$ cat src/rtl/uart_tx_buffer.sv
// -----------------------------------------------------------------------------
// uart_tx_buffer
//
// Byte FIFO and issue controller placed directly in front of the UART
// transmitter. The core pushes bytes at full clock rate. A small FSM hands
// the bytes to the transmitter one at a time over its data/ok/busy handshake.
//
// Parameters
//   DEPTH    FIFO capacity in bytes (power of two, >= 2)
//   PTR_W    pointer width, derived from DEPTH (do not override)
//
// Ports
//   clk       in   system clock, rising edge
//   reset     in   asynchronous reset, active low
//   wr_data   in   byte from core
//   wr_en     in   write strobe, one byte per cycle
//   full      out  FIFO holds DEPTH bytes
//   empty     out  FIFO holds 0 bytes
//   count     out  bytes currently queued
//   overflow  out  sticky: a write was dropped because the FIFO was full
//   drained   out  FIFO empty, controller idle and transmitter not busy
//   tx_data   out  byte to transmitter (held outside ISSUE)
//   tx_ok     out  one-cycle issue pulse to transmitter
//   tx_busy   in   transmitter busy
// -----------------------------------------------------------------------------
module uart_tx_buffer #(
   parameter int DEPTH = 16,
   parameter int PTR_W = $clog2(DEPTH)
) (
   input  logic             clk,
   input  logic             reset,
   input  logic [7:0]       wr_data,
   input  logic             wr_en,
   output logic             full,
   output logic             empty,
   output logic [PTR_W:0]   count,
   output logic             overflow,
   output logic             drained,
   output logic [7:0]       tx_data,
   output logic             tx_ok,
   input  logic             tx_busy
);

   localparam logic [1:0] ST_IDLE  = 2'd0;
   localparam logic [1:0] ST_ISSUE = 2'd1;
   localparam logic [1:0] ST_DRAIN = 2'd2;

   localparam logic [PTR_W:0]   CNT_FULL = (PTR_W + 1)'(DEPTH);
   localparam logic [PTR_W:0]   CNT_ONE  = (PTR_W + 1)'(1);
   localparam logic [PTR_W-1:0] PTR_ONE  = PTR_W'(1);

   logic [7:0]       mem [DEPTH];
   logic [PTR_W-1:0] wr_ptr;
   logic [PTR_W-1:0] rd_ptr;
   logic [1:0]       state;
   logic             do_write;
   logic             do_pop;

   assign full  = (count == CNT_FULL);
   assign empty = (count == '0);

   // full is taken from the pre-edge count, so a write into a full FIFO is
   // dropped even when the controller pops in the same cycle.
   assign do_write = wr_en && !full;
   assign do_pop   = (state == ST_IDLE) && !empty && !tx_busy;

   assign drained = empty && (state == ST_IDLE) && !tx_busy;

   // NOTE: the storage array has no reset branch on purpose; a reset of every
   // entry would turn the array into flops with reset muxes and buys nothing,
   // since count guards against reading stale entries.
   always_ff @(posedge clk) begin
      if (do_write) begin
         mem[wr_ptr] <= wr_data;
      end
   end

   // NOTE: all state is updated with non-blocking assignments so every block
   // sees the pre-edge values of count/state regardless of evaluation order.
   always_ff @(posedge clk or negedge reset) begin
      if (!reset) begin
         wr_ptr   <= '0;
         rd_ptr   <= '0;
         count    <= '0;
         overflow <= 1'b0;
      end else begin
         if (do_write) begin
            wr_ptr <= wr_ptr + PTR_ONE;
         end
         if (do_pop) begin
            rd_ptr <= rd_ptr + PTR_ONE;
         end
         if (wr_en && full) begin
            overflow <= 1'b1;
         end
         case ({do_write, do_pop})
            2'b10:   count <= count + CNT_ONE;
            2'b01:   count <= count - CNT_ONE;
            default: count <= count;
         endcase
      end
   end

   // Issue controller. tx_busy is already high when DRAIN is entered because
   // the transmitter leaves its waiting state on the ISSUE edge.
   always_ff @(posedge clk or negedge reset) begin
      if (!reset) begin
         state   <= ST_IDLE;
         tx_data <= 8'h00;
         tx_ok   <= 1'b0;
      end else begin
         case (state)
            ST_IDLE: begin
               if (do_pop) begin
                  tx_data <= mem[rd_ptr];
                  tx_ok   <= 1'b1;
                  state   <= ST_ISSUE;
               end else begin
                  tx_ok <= 1'b0;
               end
            end
            ST_ISSUE: begin
               tx_ok <= 1'b0;
               state <= ST_DRAIN;
            end
            ST_DRAIN: begin
               tx_ok <= 1'b0;
               if (!tx_busy) begin
                  state <= ST_IDLE;
               end
            end
            default: begin
               tx_ok <= 1'b0;
               state <= ST_IDLE;
            end
         endcase
      end
   end

endmodule
$ cat config.mk
export PLATFORM = sky130hd
export DESIGN_NAME = uart_tx_buffer
export DESIGN_NICKNAME = d
export VERILOG_FILES = /design/src/rtl/uart_tx_buffer.sv
export SDC_FILE = /design/constraint.sdc
export NUM_CORES = 1
export LEC_CHECK = 0
export ABC_AREA = 1
export BUFFER_PORTS_ARGS = -buffer_cell sky130_fd_sc_hd__buf_2
export CAP_MARGIN = 20
export CORE_MARGIN = 3
export CORE_UTILIZATION = 31
export DETAILED_ROUTE_END_ITERATION = 16
export MAX_ROUTING_LAYER = met4
export PLACE_DENSITY_LB_ADDON = 0.05
export SLEW_MARGIN = 30
export SYNTH_ARGS = -nofsm -noshare
export SYNTH_HDL_FRONTEND = slang
export SYNTH_SLANG_ARGS = --single-unit
$ cat constraint.sdc
create_clock -name clk -period 2.6 [get_ports clk]
set_input_delay 0.39 -clock clk [delete_from_list [all_inputs] [get_ports clk]]
set_output_delay 0.39 -clock clk [all_outputs]
set_load 0.1 [all_outputs]
# Word level (Yosys, flattened, before mapping)
# Memory sizes are Yosys's and may differ from the RTL's. A register that Yosys moved wholly into a read port is not among the register bits.
# Cells that the tools add are included.
totals:
  n_memories: 1
  ramBits: 128
  word_cells: 41
  ff_bits: 17
  output_inout_bits: 18
  in_bits: 12
op_classes:
  n_addsub: 4
  n_eq_ne: 7
  reduce_logical: 15
  mux: 8
mem_list:
  columns: ["name", "depth", "width", "read_ports", "rd_clocked_by_memory_dff", "write_ports", "line", "text"]
  rows:
  - ["mem", 16, 8, 1, 1, 1, "52", "logic [7:0] mem [DEPTH];"]
op_table:
  columns: ["op", "n"]
  rows:
  - ["$pmux 5 s2", 1]
  - ["$add 4x1->4 const B", 2]
  - ["$logic_and 1x1->1", 6]
  - ["$pmux 2 s3", 1]
  - ["$add 5x1->5 const B", 1]
  - ["$eq 5x5->1 const B", 1]
  - ["$logic_not 5->1", 1]
  - ["$sub 5x1->5 const B", 1]
  - ["$eq 2x1->1 const B", 2]
  - ["$eq 2x2->1 const B", 2]
  - ["$logic_not 1->1", 4]
  - ["$mux 1", 4]
  - ["$mux 2", 2]
  - ["$ne 2x2->1 const B", 2]
  - ["$reduce_and 2->1", 2]
  - ["$logic_not 2->1", 1]
  - ["$reduce_bool 2->1", 1]

# Logic depth before layout (Yosys ltp)
logic_depth:
  word_depth: 6
  depth_mapped: 19
  ltp_nobuf: 17

# Worst setup path before layout
# Ideal clock, no wire load.
synth_timing:
  path_kind: "register to output"
  startpoint: "reg count[1]"
  endpoint: "out drained"
  n_path_buf: 0
  required_time_ps: 2210
  path_stages_with_launch: 6
  path_slack_ps: -1620
  t_arrival_ps: 3830
  path_cell_list: "dfrtp_1 > nor2_1 > nand2_2 > nor2_4 > inv_1 > nor3_1"
synth_via:
  elab_chain_len: 3
synth_lines:
  columns: ["item", "line", "text"]
  rows:
  - ["start, declared", "36", "output logic [PTR_W:0] count,"]
  - ["start signal, assigned", "97", "2'b10: count <= count + CNT_ONE;"]
  - ["start signal, assigned", "98", "2'b01: count <= count - CNT_ONE;"]
  - ["start signal, assigned", "99", "default: count <= count;"]
  - ["$logic_not 5->1", "60", "assign empty = (count == '0);"]
  - ["via empty", "35", "output logic empty,"]
  - ["$logic_and 1x1->1 (2 in series)", "67", "assign drained = empty && (state == ST_IDLE) && !tx_busy;"]
  - ["end, declared", "38", "output logic drained,"]
# The timed path passes the listed nets, and every way through them passes these cells.

# Worst setup path in the final report
layout_timing:
  startpoint: "reg count[0]"
  endpoint: "out drained"
layout_via:
  elab_chain_len: 3
layout_lines:
  columns: ["item", "line"]
  rows:
  - ["$logic_not 5->1", "60"]
  - ["$logic_and 1x1->1 (2 in series)", "67"]
# No other way between the ends.

==> reports/metrics.csv <==
metric,value,unit
synth.yosys.warnings,0,
cts.reportedPaths.clkPinSlew,70,ps
fin_nets,751,
worstPathCellList,"nor2_2, nand2_2, nor2_4, inv_2, nor3_4, buf_2",
worstMarginPinSlew,787,ps
max_cap_viols,0,
hold-path-cell-count,2,
insertedDiodeCount,0,
dr_total_vias,4583,
floorplan.io_pins,30,
detailedPlacementHpwl,11200,um
initial_core_util,0.321,
postRouteAntennaNets,0,
grtUsageTotal,0.158,
detail_route.first_pass.iterations,5,
postCtsResizedCells,0,
cts-htree-levels,4,
placed_insts,986,
die_width,155,um
fin_cells,1019,
power.density,1200,nW/um^2
syn-instance-count,685,
route.detailed.drc,0,
net_count_after_synthesis,705,
post_cts.repair.setup_buffers,0,
critical_path_arrival,1870,ps
vdd_ir_drop_max,0.771,mV
total_clock_buffers_created_by_cts,17,
synth_top_cell_by_area,edfxtp_1,
worst_slew_margin_rel,0.475,
p_leak,3.54,nW
tritoncts_num_sinks,153,
wl_per_cell,17.0,um
crit_buf_inv,2,
grt_first_pass_wirelength,27400,um
maxClockFrequency,442,MHz
synth_enable_flop_cells,128,
drive_gt1_frac,0.156,
setup.worst_path.end_class,output pin,
synth.area.top_cells,"edfxtp_1 (56%), nand2_1 (12%), dfrtp_1 (9.1%)",
syn_area_per_cell,10.0,sq um
asyncSetResetFlopFracSynth,0.163,
area_delta_synth_final,16.8,%
synth_area,6870,sq um
number_of_antenna_violations_at_the_first_check_in_global_routing,0,
kind_of_path_behind_the_tightest_hold_check,input pin to flip-flop,
routed_wirelength,17300,um
status,"finished, final reports clean",
critical_path_peak_fanout,5,
port-buffer-count,29,
ctsLongestPathBuffers,2,
placeableCoreArea,21400,sq um
setup_repair_after_global_routing_missed_its_margin,false,
final-max-slew-violation-count,0,
crit_path_top_delay_cell,dfrtp_4,
ys_top_cells_by_count,"nand2_1 (221), edfxtp_1 (128), inv_1 (116)",
vias_in_the_first_global_route,4644,
floorplan.die_area,24000,sq um
finalWeightedCongestion,0.748,
pin_count_of_the_biggest_net_entering_global_routing,67,
clockRootBuffer,clkbuf_16,
yosysMostFrequentCell,nand2_1,
setup_viol,0,
timing_worst_setup_path_type,flip-flop to output pin,
final-hold-violation-count,0,
drt_iter0_drc,249,
synth_top_cell_area_share,0.560,
synthFlopType,edfxtp_1,
clk_latency_worst_skew_pair,430,ps
fin_total_pwr,9.60,mW
ff_latch_count_synth,153,
cts_tree,done,
critical_path_cell_count,6,
std_cell_rows,53,
worst_clock_skew,12.0,ps
synth.yosys.seq_area_share,0.651,
grt_overflow,0,
final_min_period_over_clock_period,0.871,
ff2ff_path_depth,15,
synthDistinctLibCells,27,
die-height,155,um
cpPeakStageDelay,510,ps
family_of_cells_with_the_greatest_summed_delay_on_the_critical_path,flip-flops,
required,2210,ps
startpoint_type,flip-flop,
layout.core_utilization,0.375,
detail_route.vias_per_cell,4.50,
filler_cell_count,2171,
final_period_minus_worst_setup_slack,2260,ps
[worst register-to-register path, delay by kind of cell, from the launching register on]
| family | cells | cell delay, ps |
|---|---|---|
| adders and majority gates | 2 | 410 |
| DFF | 1 | 510 |
| and+or+nand+nor | 10 | 920 |
| buffers and inverters | 1 | 50 |
| AOI/OAI and AO/OA | 1 | 40 |
| xor gates and xnor gates | 1 | 160 |
[layer usage]
layer | track usage | vias up | part of all wire
met1 | 0.201 | 2207 | 0.45
met4 | 0.0446 | 0 | 0.012
li1 | - | 2278 | -
met3 | 0.0299 | 17 | 0.033
met5 | - | - | 0
met2 | 0.259 | 81 | 0.51
[sequential cells by signal, summed over array words and instances (netlist names)]
name,flops
tx_data,8
count,5
mem,128
rd_ptr,4
wr_ptr,4
overflow,1
state,2
tx_ok,1
[cell usage in the layout, fill, tap and decap left out, types with 5 or more instances in the layout]
master	netlist	final
nand2_1	221	220
dfrtp_1	25	19
inv_6	0	6
buf_4	7	26
nor3_1	13	11
nand3_1	102	102
ha_1	8	6
nor2_1	8	6
inv_1	116	115
clkbuf_16	0	17
o21ai_0	7	6
inv_2	4	5
xor2_1	7	6
buf_2	18	29
edfxtp_1	128	128
clkinvlp_4	0	5
[worst paths after layout]
check	from	to	slack [ps]
max	count[0]	drained	340
min	wr_en	overflow	230
max reg2reg	count[0]	count[4]	390
min reg2reg	overflow	overflow	470
max in group asynchronous	reset	count[1]	1610
min in group asynchronous	reset	tx_data[3]	510
[layout make-up]
| type | instances | area [sq um] | area share |
|---|---|---|---|
| tap | 275 | 344 | 0.0429 |
| inverter | 122 | 458 | 0.0571 |
| clock buffer | 17 | 425 | 0.0530 |
| clock inverter | 15 | 143 | 0.0178 |
| timing repair buffer | 56 | 350 | 0.0437 |
| multi-input combinational | 381 | 1820 | 0.226 |
| sequential | 153 | 4490 | 0.559 |
[through the flow]
step	setup WS [ps]	TNS [ps]	instance area (sq um)	hold WS, ps
after detailed placement	386	0	7440	442
after floorplan	-429	-1110	6940	94.4
after global placement	397	0	7440	424
final	336	0	8020	226
after CTS	292	0	8020	213
after global routing	202	0	8020	239
[logic make-up after synthesis]
logic type | synth area share
buffers and inverters | 0.0920
XOR/XNOR | 0.0138
AND/OR/NAND/NOR | 0.220
flip-flops | 0.651
AO/OA/AOI/OAI | 0.00820
adder cells (fa/ha/maj) | 0.0146
[power breakdown]
group	internal, mW	switching [mW]	leakage, nW	total (mW)
clock network	1.33	1.05	0.264	2.39
registers	3.07	0.204	1.46	3.27
logic	0.994	2.95	1.82	3.94
[repair_timing]
| item | 4_1_cts | 5_1_grt |
|---|---|---|
| endpoints found under the hold margin | 25 | 0 |
| hold buffers | 1 | 0 |
| endpoints found under the setup margin | 0 | 0 |
Power figures use the tool's default switching activity.
